## src/rtl/zap_ptw_fsm_pkg.sv

```systemverilog
// Shared types, descriptor encodings and TLB entry field positions for the
// ARMv4/v5 two-level page-table walker.
package zap_ptw_fsm_pkg;

    typedef enum logic [2:0] {
        S_IDLE,
        S_FETCH_L1,
        S_DECODE_L1,
        S_FETCH_L2,
        S_DECODE_L2,
        S_REFILL,
        S_FAULT
    } ptw_state_t;

    typedef enum logic [2:0] {
        ENT_NONE,
        ENT_SECTION,
        ENT_LARGE,
        ENT_SMALL,
        ENT_FINE
    } ptw_entry_t;

    localparam logic [3:0] FSR_SECTION_XLATE = 4'h5;
    localparam logic [3:0] FSR_PAGE_XLATE    = 4'h7;

    localparam logic [1:0] L1_FAULT   = 2'b00;
    localparam logic [1:0] L1_COARSE  = 2'b01;
    localparam logic [1:0] L1_SECTION = 2'b10;
    localparam logic [1:0] L1_FINE    = 2'b11;

    localparam logic [1:0] L2_FAULT = 2'b00;
    localparam logic [1:0] L2_LARGE = 2'b01;
    localparam logic [1:0] L2_SMALL = 2'b10;
    localparam logic [1:0] L2_TINY  = 2'b11;

    // DAC_SEL[3:0], CB[1:0] and the low end of AP sit at the same place in every entry.
    localparam int ZAP_TLB__DAC_SEL_LO = 0;
    localparam int ZAP_TLB__CB_LO      = 4;
    localparam int ZAP_TLB__AP_LO      = 6;

    localparam int ZAP_SECTION_TLB__BASE_LO = 8;
    localparam int ZAP_SECTION_TLB__TAG_LO  = 20;
    localparam int ZAP_SECTION_TLB_WDT      = 32;

    localparam int ZAP_LPAGE_TLB__BASE_LO = 14;
    localparam int ZAP_LPAGE_TLB__TAG_LO  = 30;
    localparam int ZAP_LPAGE_TLB_WDT      = 46;

    localparam int ZAP_SPAGE_TLB__BASE_LO = 14;
    localparam int ZAP_SPAGE_TLB__TAG_LO  = 34;
    localparam int ZAP_SPAGE_TLB_WDT      = 54;

    localparam int ZAP_FPAGE_TLB__BASE_LO = 8;
    localparam int ZAP_FPAGE_TLB__TAG_LO  = 30;
    localparam int ZAP_FPAGE_TLB_WDT      = 52;

endpackage

```

## src/rtl/zap_ptw_fsm_desc_decode.sv

```systemverilog
// Combinational descriptor-type decode, L2 address formation and TLB entry
// packing for section, large, small and fine page entries.
module zap_ptw_desc_decode
    import zap_ptw_fsm_pkg::*;
#(
    parameter int LPAGE_TLB_ENTRIES   = 8,
    parameter int SPAGE_TLB_ENTRIES   = 8,
    parameter int SECTION_TLB_ENTRIES = 8,
    parameter int FPAGE_TLB_ENTRIES   = 8
) (
    input  logic [31:0]                    va,
    input  logic [31:0]                    l1,
    input  logic [31:0]                    l2,
    input  logic [3:0]                     domain,
    input  logic                           fine_tbl,
    output logic [1:0]                     l1_type,
    output logic [31:0]                    l2_adr,
    output ptw_entry_t                     l2_entry,
    output logic [ZAP_SECTION_TLB_WDT-1:0] se_wdata,
    output logic [ZAP_LPAGE_TLB_WDT-1:0]   lp_wdata,
    output logic [ZAP_SPAGE_TLB_WDT-1:0]   sp_wdata,
    output logic [ZAP_FPAGE_TLB_WDT-1:0]   fp_wdata
);

    // Tags drop the VA bits each RAM already uses as its index.
    localparam int SE_IDX_W = $clog2(SECTION_TLB_ENTRIES);
    localparam int LP_IDX_W = $clog2(LPAGE_TLB_ENTRIES);
    localparam int SP_IDX_W = $clog2(SPAGE_TLB_ENTRIES);
    localparam int FP_IDX_W = $clog2(FPAGE_TLB_ENTRIES);

    logic unused_bits;
    assign unused_bits = ^{l1[9], l1[4], va[9:0]};

    assign l1_type = l1[1:0];
    assign l2_adr  = (l1[1:0] == L1_FINE) ? {l1[31:12], va[19:10], 2'b00}
                                          : {l1[31:10], va[19:12], 2'b00};

    always_comb begin
        l2_entry = ENT_NONE;
        case (l2[1:0])
            L2_LARGE: l2_entry = ENT_LARGE;
            L2_SMALL: l2_entry = ENT_SMALL;
            L2_TINY:  l2_entry = fine_tbl ? ENT_FINE : ENT_NONE;
            default:  l2_entry = ENT_NONE;
        endcase
    end

    always_comb begin
        se_wdata = '0;
        se_wdata[ZAP_TLB__DAC_SEL_LO +: 4]       = l1[8:5];
        se_wdata[ZAP_TLB__CB_LO +: 2]            = l1[3:2];
        se_wdata[ZAP_TLB__AP_LO +: 2]            = l1[11:10];
        se_wdata[ZAP_SECTION_TLB__BASE_LO +: 12] = l1[31:20];
        se_wdata[ZAP_SECTION_TLB__TAG_LO +: 12]  = 12'(va[31:20] >> SE_IDX_W);

        lp_wdata = '0;
        lp_wdata[ZAP_TLB__DAC_SEL_LO +: 4]     = domain;
        lp_wdata[ZAP_TLB__CB_LO +: 2]          = l2[3:2];
        lp_wdata[ZAP_TLB__AP_LO +: 8]          = l2[11:4];
        lp_wdata[ZAP_LPAGE_TLB__BASE_LO +: 16] = l2[31:16];
        lp_wdata[ZAP_LPAGE_TLB__TAG_LO +: 16]  = 16'(va[31:16] >> LP_IDX_W);

        sp_wdata = '0;
        sp_wdata[ZAP_TLB__DAC_SEL_LO +: 4]     = domain;
        sp_wdata[ZAP_TLB__CB_LO +: 2]          = l2[3:2];
        sp_wdata[ZAP_TLB__AP_LO +: 8]          = l2[11:4];
        sp_wdata[ZAP_SPAGE_TLB__BASE_LO +: 20] = l2[31:12];
        sp_wdata[ZAP_SPAGE_TLB__TAG_LO +: 20]  = 20'(va[31:12] >> SP_IDX_W);

        fp_wdata = '0;
        fp_wdata[ZAP_TLB__DAC_SEL_LO +: 4]     = domain;
        fp_wdata[ZAP_TLB__CB_LO +: 2]          = l2[3:2];
        fp_wdata[ZAP_TLB__AP_LO +: 2]          = l2[5:4];
        fp_wdata[ZAP_FPAGE_TLB__BASE_LO +: 22] = l2[31:10];
        fp_wdata[ZAP_FPAGE_TLB__TAG_LO +: 22]  = 22'(va[31:10] >> FP_IDX_W);
    end

endmodule

```

## src/rtl/zap_ptw_fsm.sv

```systemverilog
// Page-table walker: services a TLB miss by reading L1/L2 descriptors over
// Wishbone and either writing one TLB entry or returning a translation fault.
module zap_ptw_fsm
    import zap_ptw_fsm_pkg::*;
#(
    parameter int LPAGE_TLB_ENTRIES   = 8,
    parameter int SPAGE_TLB_ENTRIES   = 8,
    parameter int SECTION_TLB_ENTRIES = 8,
    parameter int FPAGE_TLB_ENTRIES   = 8
) (
    input  logic                           i_clk,
    input  logic                           i_reset,
    input  logic                           i_walk,
    input  logic [31:0]                    i_va,
    input  logic [17:0]                    i_baddr,
    output logic                           o_busy,
    output logic                           o_done,
    output logic [7:0]                     o_fsr,
    output logic [31:0]                    o_far,
    output logic                           o_wb_cyc,
    output logic                           o_wb_stb,
    output logic [31:0]                    o_wb_adr,
    input  logic                           i_wb_ack,
    input  logic [31:0]                    i_wb_dat,
    output logic                           o_setlb_wen,
    output logic                           o_lptlb_wen,
    output logic                           o_sptlb_wen,
    output logic                           o_fptlb_wen,
    output logic [31:0]                    o_tlb_wva,
    output logic [ZAP_SECTION_TLB_WDT-1:0] o_setlb_wdata,
    output logic [ZAP_LPAGE_TLB_WDT-1:0]   o_lptlb_wdata,
    output logic [ZAP_SPAGE_TLB_WDT-1:0]   o_sptlb_wdata,
    output logic [ZAP_FPAGE_TLB_WDT-1:0]   o_fptlb_wdata,
    output ptw_state_t                     o_dbg_state
);

    // Bus: cyc/stb and adr are held constant from the first FETCH cycle until
    // the cycle i_wb_ack is seen high; cyc/stb drop on the following cycle.
    ptw_state_t state;
    logic [31:0] va_q;
    logic [31:0] l1_q;
    logic [31:0] l2_q;
    logic [3:0]  domain_q;
    logic        fine_q;

    logic [1:0]                     l1_type;
    logic [31:0]                    l2_adr;
    ptw_entry_t                     l2_entry;
    logic [ZAP_SECTION_TLB_WDT-1:0] se_wdata;
    logic [ZAP_LPAGE_TLB_WDT-1:0]   lp_wdata;
    logic [ZAP_SPAGE_TLB_WDT-1:0]   sp_wdata;
    logic [ZAP_FPAGE_TLB_WDT-1:0]   fp_wdata;

    assign o_dbg_state = state;

    zap_ptw_desc_decode #(
        .LPAGE_TLB_ENTRIES   (LPAGE_TLB_ENTRIES),
        .SPAGE_TLB_ENTRIES   (SPAGE_TLB_ENTRIES),
        .SECTION_TLB_ENTRIES (SECTION_TLB_ENTRIES),
        .FPAGE_TLB_ENTRIES   (FPAGE_TLB_ENTRIES)
    ) u_decode (
        .va       (va_q),
        .l1       (l1_q),
        .l2       (l2_q),
        .domain   (domain_q),
        .fine_tbl (fine_q),
        .l1_type  (l1_type),
        .l2_adr   (l2_adr),
        .l2_entry (l2_entry),
        .se_wdata (se_wdata),
        .lp_wdata (lp_wdata),
        .sp_wdata (sp_wdata),
        .fp_wdata (fp_wdata)
    );

    always_ff @(posedge i_clk) begin
        if (i_reset) begin
            state         <= S_IDLE;
            va_q          <= '0;
            l1_q          <= '0;
            l2_q          <= '0;
            domain_q      <= '0;
            fine_q        <= 1'b0;
            o_busy        <= 1'b0;
            o_done        <= 1'b0;
            o_fsr         <= '0;
            o_far         <= '0;
            o_wb_cyc      <= 1'b0;
            o_wb_stb      <= 1'b0;
            o_wb_adr      <= '0;
            o_setlb_wen   <= 1'b0;
            o_lptlb_wen   <= 1'b0;
            o_sptlb_wen   <= 1'b0;
            o_fptlb_wen   <= 1'b0;
            o_tlb_wva     <= '0;
            o_setlb_wdata <= '0;
            o_lptlb_wdata <= '0;
            o_sptlb_wdata <= '0;
            o_fptlb_wdata <= '0;
        end else begin
            o_done      <= 1'b0;
            o_setlb_wen <= 1'b0;
            o_lptlb_wen <= 1'b0;
            o_sptlb_wen <= 1'b0;
            o_fptlb_wen <= 1'b0;

            case (state)
                S_IDLE: begin
                    if (i_walk) begin
                        va_q     <= i_va;
                        o_wb_adr <= {i_baddr, i_va[31:20], 2'b00};
                        o_wb_cyc <= 1'b1;
                        o_wb_stb <= 1'b1;
                        o_busy   <= 1'b1;
                        state    <= S_FETCH_L1;
                    end
                end

                S_FETCH_L1: begin
                    if (i_wb_ack) begin
                        l1_q     <= i_wb_dat;
                        o_wb_cyc <= 1'b0;
                        o_wb_stb <= 1'b0;
                        state    <= S_DECODE_L1;
                    end
                end

                S_DECODE_L1: begin
                    domain_q <= l1_q[8:5];
                    fine_q   <= (l1_type == L1_FINE);
                    case (l1_type)
                        L1_FAULT: begin
                            o_done <= 1'b1;
                            o_fsr  <= {4'd0, FSR_SECTION_XLATE};
                            o_far  <= va_q;
                            state  <= S_FAULT;
                        end
                        L1_SECTION: begin
                            o_setlb_wdata <= se_wdata;
                            o_setlb_wen   <= 1'b1;
                            o_tlb_wva     <= va_q;
                            o_done        <= 1'b1;
                            o_fsr         <= '0;
                            o_far         <= va_q;
                            state         <= S_REFILL;
                        end
                        default: begin
                            o_wb_adr <= l2_adr;
                            o_wb_cyc <= 1'b1;
                            o_wb_stb <= 1'b1;
                            state    <= S_FETCH_L2;
                        end
                    endcase
                end

                S_FETCH_L2: begin
                    if (i_wb_ack) begin
                        l2_q     <= i_wb_dat;
                        o_wb_cyc <= 1'b0;
                        o_wb_stb <= 1'b0;
                        state    <= S_DECODE_L2;
                    end
                end

                S_DECODE_L2: begin
                    o_far <= va_q;
                    o_done <= 1'b1;
                    if (l2_entry == ENT_NONE) begin
                        o_fsr <= {domain_q, FSR_PAGE_XLATE};
                        state <= S_FAULT;
                    end else begin
                        o_fsr     <= '0;
                        o_tlb_wva <= va_q;
                        state     <= S_REFILL;
                        case (l2_entry)
                            ENT_LARGE: begin
                                o_lptlb_wdata <= lp_wdata;
                                o_lptlb_wen   <= 1'b1;
                            end
                            ENT_SMALL: begin
                                o_sptlb_wdata <= sp_wdata;
                                o_sptlb_wen   <= 1'b1;
                            end
                            default: begin
                                o_fptlb_wdata <= fp_wdata;
                                o_fptlb_wen   <= 1'b1;
                            end
                        endcase
                    end
                end

                S_REFILL, S_FAULT: begin
                    o_busy <= 1'b0;
                    state  <= S_IDLE;
                end

                default: begin
                    o_busy   <= 1'b0;
                    o_wb_cyc <= 1'b0;
                    o_wb_stb <= 1'b0;
                    state    <= S_IDLE;
                end
            endcase
        end
    end

endmodule

```

## config.mk

```make
export PLATFORM = sky130hd
export DESIGN_NAME = zap_ptw_fsm
export DESIGN_NICKNAME = d
export VERILOG_FILES = /design/src/rtl/zap_ptw_fsm_pkg.sv /design/src/rtl/zap_ptw_fsm_desc_decode.sv /design/src/rtl/zap_ptw_fsm.sv
export SDC_FILE = /design/constraint.sdc
export NUM_CORES = 1
export LEC_CHECK = 0
export ABC_CLOCK_PERIOD_IN_PS = 3250
export BUFFER_PORTS_ARGS = -buffer_cell sky130_fd_sc_hd__buf_2
export CAP_MARGIN = 20
export CORE_MARGIN = 3
export CORE_UTILIZATION = 55
export CTS_CLUSTER_SIZE = 40
export DETAILED_ROUTE_END_ITERATION = 8
export GPL_TIMING_DRIVEN = 0
export PLACE_DENSITY = 0.83
export SYNTH_ARGS = -nofsm -noshare
export SYNTH_HDL_FRONTEND = slang
export SYNTH_SLANG_ARGS = --single-unit
```

## constraint.sdc

```tcl
create_clock -name i_clk -period 3.25 [get_ports i_clk]
set_input_delay 0.1625 -clock i_clk [delete_from_list [all_inputs] [get_ports i_clk]]
set_output_delay 0.1625 -clock i_clk [all_outputs]
set_load 0.005 [all_outputs]
```

==> impl_metrics.json, run 1 <==
{
  "synth_seq_area_share_pct": 54.5,
  "finalSetupViolCount": 0,
  "final_util_pct": 74.9,
  "placementRows": 57,
  "fmax_mhz": 423,
  "reg2reg_depth": 6,
  "grt_max_degree": 15,
  "clk_latency_ns": 0.52,
  "total_power_w": 0.0106,
  "io_buffer_count": 368,
  "antenna_found_initial": 3,
  "dr.pass1.iters": 5,
  "tightestPinTransition_ns": 0.826,
  "grt_pass1_wl_mm": 75.6,
  "viasPerCell": 5.62,
  "place_hpwl_mm": 35.5,
  "min_period_ns": 2.36,
  "cts.sinks": 381,
  "postCtsSetupBuffers": 0,
  "reg2reg_from": "o_dbg_state[2]",
  "place_ws_ns": 0.939,
  "wl_mm": 50.2,
  "layout_worst_path_cycle_share_pct": 72.7,
  "power_density_nw_per_um2": 576,
  "path_clk_slew_ns": 0.07,
  "avgSynthCellArea_um2": 8.01,
  "grt_pass1_vias": 14000,
  "cts_buffers": 39,
  "num_io_pins": 385,
  "fill_cells": 1833,
  "synth-warning-count": 0,
  "hp-start": "i_wb_ack",
  "grtUsageTotal_pct": 35.1,
  "hold_path.class": "in2reg",
  "rrSetupSlack_ns": 0.89,
  "root_buffer": "clkbuf_16",
  "post_cts_resized": 0,
  "max-slew-margin-rel_pct": 45.0,
  "worst-setup-path-type": "reg2reg",
  "ys_ff_latch": 381,
  "synth_cell_type_count": 41,
  "die_width_um": 166,
  "final_common_cell": "nand2_1",
  "wire_per_inst_um": 19.3,
  "synth_area_um2": 14000,
  "cp_max_fo": 10,
  "cts_tree": "built",
  "holdBufCountCts": 83,
  "final_antenna_net_count": 0,
  "holdWs_ns": 0.111,
  "maxCapViolCount": 0,
  "cp-start-kind": "flip-flop",
  "initial_core_util_pct": 56.7,
  "reg2reg_to": "o_sptlb_wdata[48]",
  "rsz0062_at_grt": "false",
  "final_cell_mix": "nand2_1, buf_2, dfxtp_1, a21oi_1, clkbuf_1",
  "setup_slack_ns": 0.886,
  "dr.first_iter.drc_count": 1256,
  "hold_depth": 3,
  "nets": 2344,
  "die_area_um2": 27400,
  "cp.arrival_ns": 2.80,
  "slew_viol_final": 0,
  "via_count": 14600,
  "gp_congestion": 0.911,
  "coreArea_um2": 24700,
  "p_leak_nw": 7.79,
  "syn-instance-count": 1746,
  "hold_viol": 0,
  "finClkSkew_ns": 0.0218,
  "fin_tns_setup_ns": 0,
  "gr-total-overflow": 0,
  "die_h_um": 166,
  "drcViolationCount": 0,
  "syn_to_final_growth_pct": 32.0,
  "end_kind": "flip-flop",
  "htreeDepth": 2,
  "drive_gt1_share_pct": 21.4,
  "clk_path_buf_depth": 3,
  "crit_required_ns": 3.69,
  "status": "finished, final reports clean",
  "holdPathEnd": "o_dbg_state[0]",
  "vdd_ir_drop_max_v": 0.000394
}
-- power breakdown --
part / internal [W] / leakage, nW / switching (W) / total, W
sequential: 0.00482 / 3.08 / 0.000161 / 0.00498
combinational: 0.000376 / 4.05 / 0.000615 / 0.000991
clock: 0.00284 / 0.658 / 0.00184 / 0.00467
total: 0.00803 / 7.79 / 0.00261 / 0.0106
-- how the worst max path moves through the flow --
stage | from | to | depth (start not counted)
finish | o_dbg_state[2] | o_sptlb_wdata[48] | 6
global route | l2_q[0] | o_tlb_wva[9] | 7
CTS | l2_q[0] | o_tlb_wva[9] | 7
detailed placement | l2_q[0] | o_tlb_wva[9] | 7
global placement | o_dbg_state[2] | o_sptlb_wdata[46] | 6
floorplan | l2_q[0] | o_tlb_wva[21] | 8
-- cell usage after synthesis, drive strengths merged --
cell type | n | area share [%]
nor2 | 44 | 1.2
and3 | 2 | 0.089
conb | 1 | 0.027
nand2 | 715 | 19
or3b | 1 | 0.080
a22oi | 4 | 0.21
dfxtp | 381 | 55
inv | 3 | 0.080
nand2b | 3 | 0.13
o21bai | 2 | 0.11
nor3b | 5 | 0.35
nand3b | 2 | 0.11
a221o | 1 | 0.072
o21ba | 1 | 0.072
mux2i | 43 | 3.1
o211ai | 1 | 0.054
o41ai | 1 | 0.063
ha | 6 | 0.54
o22a | 1 | 0.063
nor2b | 4 | 0.18
a21oi | 310 | 11
and2 | 3 | 0.13
clkbuf | 112 | 3.0
nand3 | 3 | 0.11
nor3 | 7 | 0.40
a2111oi | 10 | 0.63
or3 | 2 | 0.13
a221oi | 1 | 0.063
nor4bb | 1 | 0.072
a311oi | 20 | 1.3
a31o | 10 | 0.63
o21ai | 4 | 0.14
buf | 40 | 2.1
and3b | 2 | 0.13
-- routing by layer --
layer / vias up / routed length [µm] / track usage, %
met4: 2 / 2800 / 17.4
met5: - / 7 / 0
met3: 226 / 5160 / 8.93
met2: 903 / 23300 / 58.0
met1: 6813 / 18900 / 42.7
li1: 6688 / - / -
-- logic make-up after synthesis --
logic type | synth area share [%]
AO/OA/AOI/OAI | 14.4
adder cells (fa/ha/maj) | 0.537
buffers and inverters | 5.14
flip-flops | 54.5
multiplexers | 3.08
other | 0.0268
AND/OR/NAND/NOR | 22.3
-- registers in the layout, summed over array words and instances, names as in the netlist --
name / flops
o_sptlb_wdata: 51
o_fptlb_wdata: 49
o_lptlb_wdata: 43
l2_q: 32
o_far: 32
o_tlb_wva: 32
va_q: 32
l1_q: 30
o_wb_adr: 30
o_setlb_wdata: 29
o_fsr: 6
domain_q: 4
o_dbg_state: 3
fine_q: 1
o_busy: 1
o_done: 1
o_fptlb_wen: 1
o_lptlb_wen: 1
o_setlb_wen: 1
o_sptlb_wen: 1
o_wb_stb: 1
-- critical path, stage by stage (launching register included) --
cell      delay (ns)
dfxtp_1         0.48
nor3b_1         0.59
and2_1          0.21
clkbuf_1        0.40
buf_2           0.34
nand2_1         0.09
a21oi_1         0.17
-- stage by stage --
stage               cells  area, µm²
global placement     2452      16300
detailed placement   2452      16300
finish               2604      18500
floorplan            1760      14000
CTS                  2602      18500
global route         2604      18500
-- cell type report --
type	instances	area (µm²)	area share, %
Tap cell	324	405	2.19
Clock inverter	12	168	0.908
Multi-Input combinational cell	1224	5700	30.8
Buffer	152	708	3.83
Antenna cell	2	5.00	0.0271
Clock buffer	55	1180	6.38
Inverter	3	11.3	0.0610
Timing Repair Buffer	451	2670	14.5
Sequential cell	381	7630	41.3
Power figures use the tool's default switching activity.
==> run 2: changes to the inputs <==
Settings changed: ABC_CLOCK_PERIOD_IN_PS 3250 to 2300, CORE_UTILIZATION 55 to 52, PLACE_DENSITY 0.83 to 0.79.
Clock period 3.25 ns to 2.3 ns, I/O delays scaled along.
==> run 2 against run 1 <==
  * Register-to-register slack lost 0.77 ns
  * Die area grew 5.6%
  * First-iteration DRC count rose by 1.8%
  * Via count decreased by 1.9%
  * Power rose by 41%
  * Clock skew up 0.00067 ns
  * Cell count up 0.54%
  * Count of clock-buffer cells in the layout is the same
  * Sequential power increased by 41%
  * Final area rose by 0.28%
==> impl_metrics.json, run 2 (same netlist as run 1, synthesis figures left out) <==
{
  "status": "finished, final reports clean",
  "syn_to_final_growth_pct": 32.4,
  "gr-total-overflow": 0,
  "placementRows": 59,
  "final_cell_mix": "nand2_1, buf_2, dfxtp_1, a21oi_1, clkbuf_1",
  "clkPwrFrac_pct": 43.9,
  "hold_viol": 0,
  "crit_family": "buffers and inverters",
  "cts.sinks": 381,
  "p_int_w": 0.0113,
  "root_buffer": "clkbuf_16",
  "placed_area_um2": 16300,
  "final_common_cell": "nand2_1",
  "initial_core_util_pct": 53.2,
  "cp_max_fo": 10,
  "fin_tns_setup_ns": 0,
  "power.switching_w": 0.00373,
  "coreArea_um2": 26300,
  "final_util_pct": 70.5,
  "finalSetupViolCount": 0,
  "rsz0062_at_grt": "true",
  "antenna_found_initial": 2,
  "power_frac_comb_pct": 9.4,
  "tightestPinTransition_ns": 0.800,
  "cp.arrival_ns": 2.63,
  "vdd_ir_drop_max_v": 0.000495,
  "num_io_pins": 385,
  "regMostFlops": "o_sptlb_wdata",
  "p_seq_share_pct": 46.8,
  "clk_latency_ns": 0.53,
  "nets": 2346,
  "gp_congestion": 0.906,
  "setup_slack_ns": 0.115,
  "path_clk_slew_ns": 0.06,
  "place_hpwl_mm": 35.9,
  "drcViolationCount": 0,
  "grt_max_degree": 15,
  "die_h_um": 170,
  "via_count": 14400,
  "design_area_um2": 18500,
  "die_area_um2": 28900,
  "worstSetupStartpoint": "o_dbg_state[0]",
  "max_stage_delay_ns": 0.59,
  "hold_path.class": "in2reg",
  "grt_pass1_wl_mm": 75.0,
  "fmax_mhz": 458,
  "viasPerCell": 5.48,
  "cts_buffers": 39,
  "place_ws_ns": 0.00182,
  "cp-start-kind": "flip-flop",
  "final_antenna_net_count": 0,
  "max-slew-margin-rel_pct": 46.7,
  "switching_share_pct": 24.8,
  "htreeDepth": 2,
  "maxCapViolCount": 0,
  "dr.pass1.iters": 5,
  "min_period_ns": 2.18,
  "worst-setup-path-type": "reg2reg",
  "die_width_um": 170,
  "critical-path-slowest-cell": "clkbuf_1",
  "io_buffer_count": 368,
  "cts_tree": "built",
  "path_cells": "buf_4 > clkbuf_1 > o21bai_1 > clkbuf_1 > nand2_1 > a21oi_1",
  "cp_num_buf_inv": 3,
  "crit_required_ns": 2.75,
  "reg2reg_from": "o_dbg_state[0]",
  "slew_viol_final": 0,
  "largest_reg_flops": 51,
  "power_density_nw_per_um2": 811,
  "clk_path_buf_depth": 3,
  "wl_mm": 50.0,
  "end_kind": "flip-flop",
  "biggestRegsByFlops": "o_sptlb_wdata: 51 flops, o_fptlb_wdata: 49 flops, o_lptlb_wdata: 43 flops",
  "drive_gt1_share_pct": 22.0,
  "finClkSkew_ns": 0.0225,
  "p_leak_nw": 7.82,
  "grtUsageTotal_pct": 33.0,
  "wire_per_inst_um": 19.1,
  "grt_pass1_vias": 13800,
  "cp_common_cell": "clkbuf_1",
  "layout_worst_path_cycle_share_pct": 95.0,
  "holdWs_ns": 0.0289,
  "hp-start": "i_wb_ack",
  "dr.first_iter.drc_count": 1278
}
run 2: changes by cell type in the layout (fill, tap and decap cells not counted), sizes merged:
cell	delta
buf	+2
clkinv	+1
run 2: per-stage QoR:
step / instances / power (W)
2_1_floorplan: 1760 / 0.00782
3_3_place_gp: 2463 / 0.00836
3_5_place_dp: 2463 / 0.00840
4_1_cts: 2614 / 0.0150
5_1_grt: 2618 / 0.0154
6_report: 2618 / 0.0150
run 2: metal layers:
metal / up-vias / GRT usage, % / part of all wire (%)
li1: 6694 / - / -
met1: 6765 / 41.3 / 40
met2: 736 / 56.2 / 47
met3: 155 / 6.09 / 8.6
met4: 0 / 14.1 / 4.4
met5: - / 0 / 0
run 2: power groups by stage:
stage	clock network [W]	logic, W	registers [W]
2_1_floorplan	0	0.000738	0.00709
3_3_place_gp	0	0.00120	0.00715
3_5_place_dp	0	0.00124	0.00716
4_1_cts	0.00660	0.00136	0.00702
5_1_grt	0.00685	0.00153	0.00704
6_report	0.00659	0.00141	0.00703
run 2: timing repair:
action                                 CTS  global route
setup buffers                            0             2
resized for setup                        1            25
pin swaps                                0             1
setup endpoints to repair               30            77
endpoints found under the hold margin  116             0
gates cloned                             0             0
hold buffers                            83             0
run 2: layout make-up:
cell class / count / area, µm²
Clock buffer: 55 / 1160
Multi-Input combinational cell: 1224 / 5720
Inverter: 3 / 11.3
Antenna cell: 2 / 5.00
Clock inverter: 13 / 173
Timing Repair Buffer: 453 / 2690
Fill cell: 2072 / 7750
Buffer: 152 / 723
Tap cell: 335 / 419
Sequential cell: 381 / 7630
run 2: worst min-delay path: cells and delay by family:
| kind | cells | cell delay [ns] |
|---|---|---|
| AO/OA/AOI/OAI | 2 | 0.23 |
| buffers and inverters | 1 | 0.17 |
run 2: final timing paths:
path / endpoint / slack, ns / depth (start not counted)
setup reg to reg: o_far[7] / 0.12 / 6
hold reg to reg: o_sptlb_wdata[7] / 0.45 / 2
hold / removal: o_dbg_state[0] / 0.03 / 3
setup / recovery: o_far[7] / 0.12 / 6
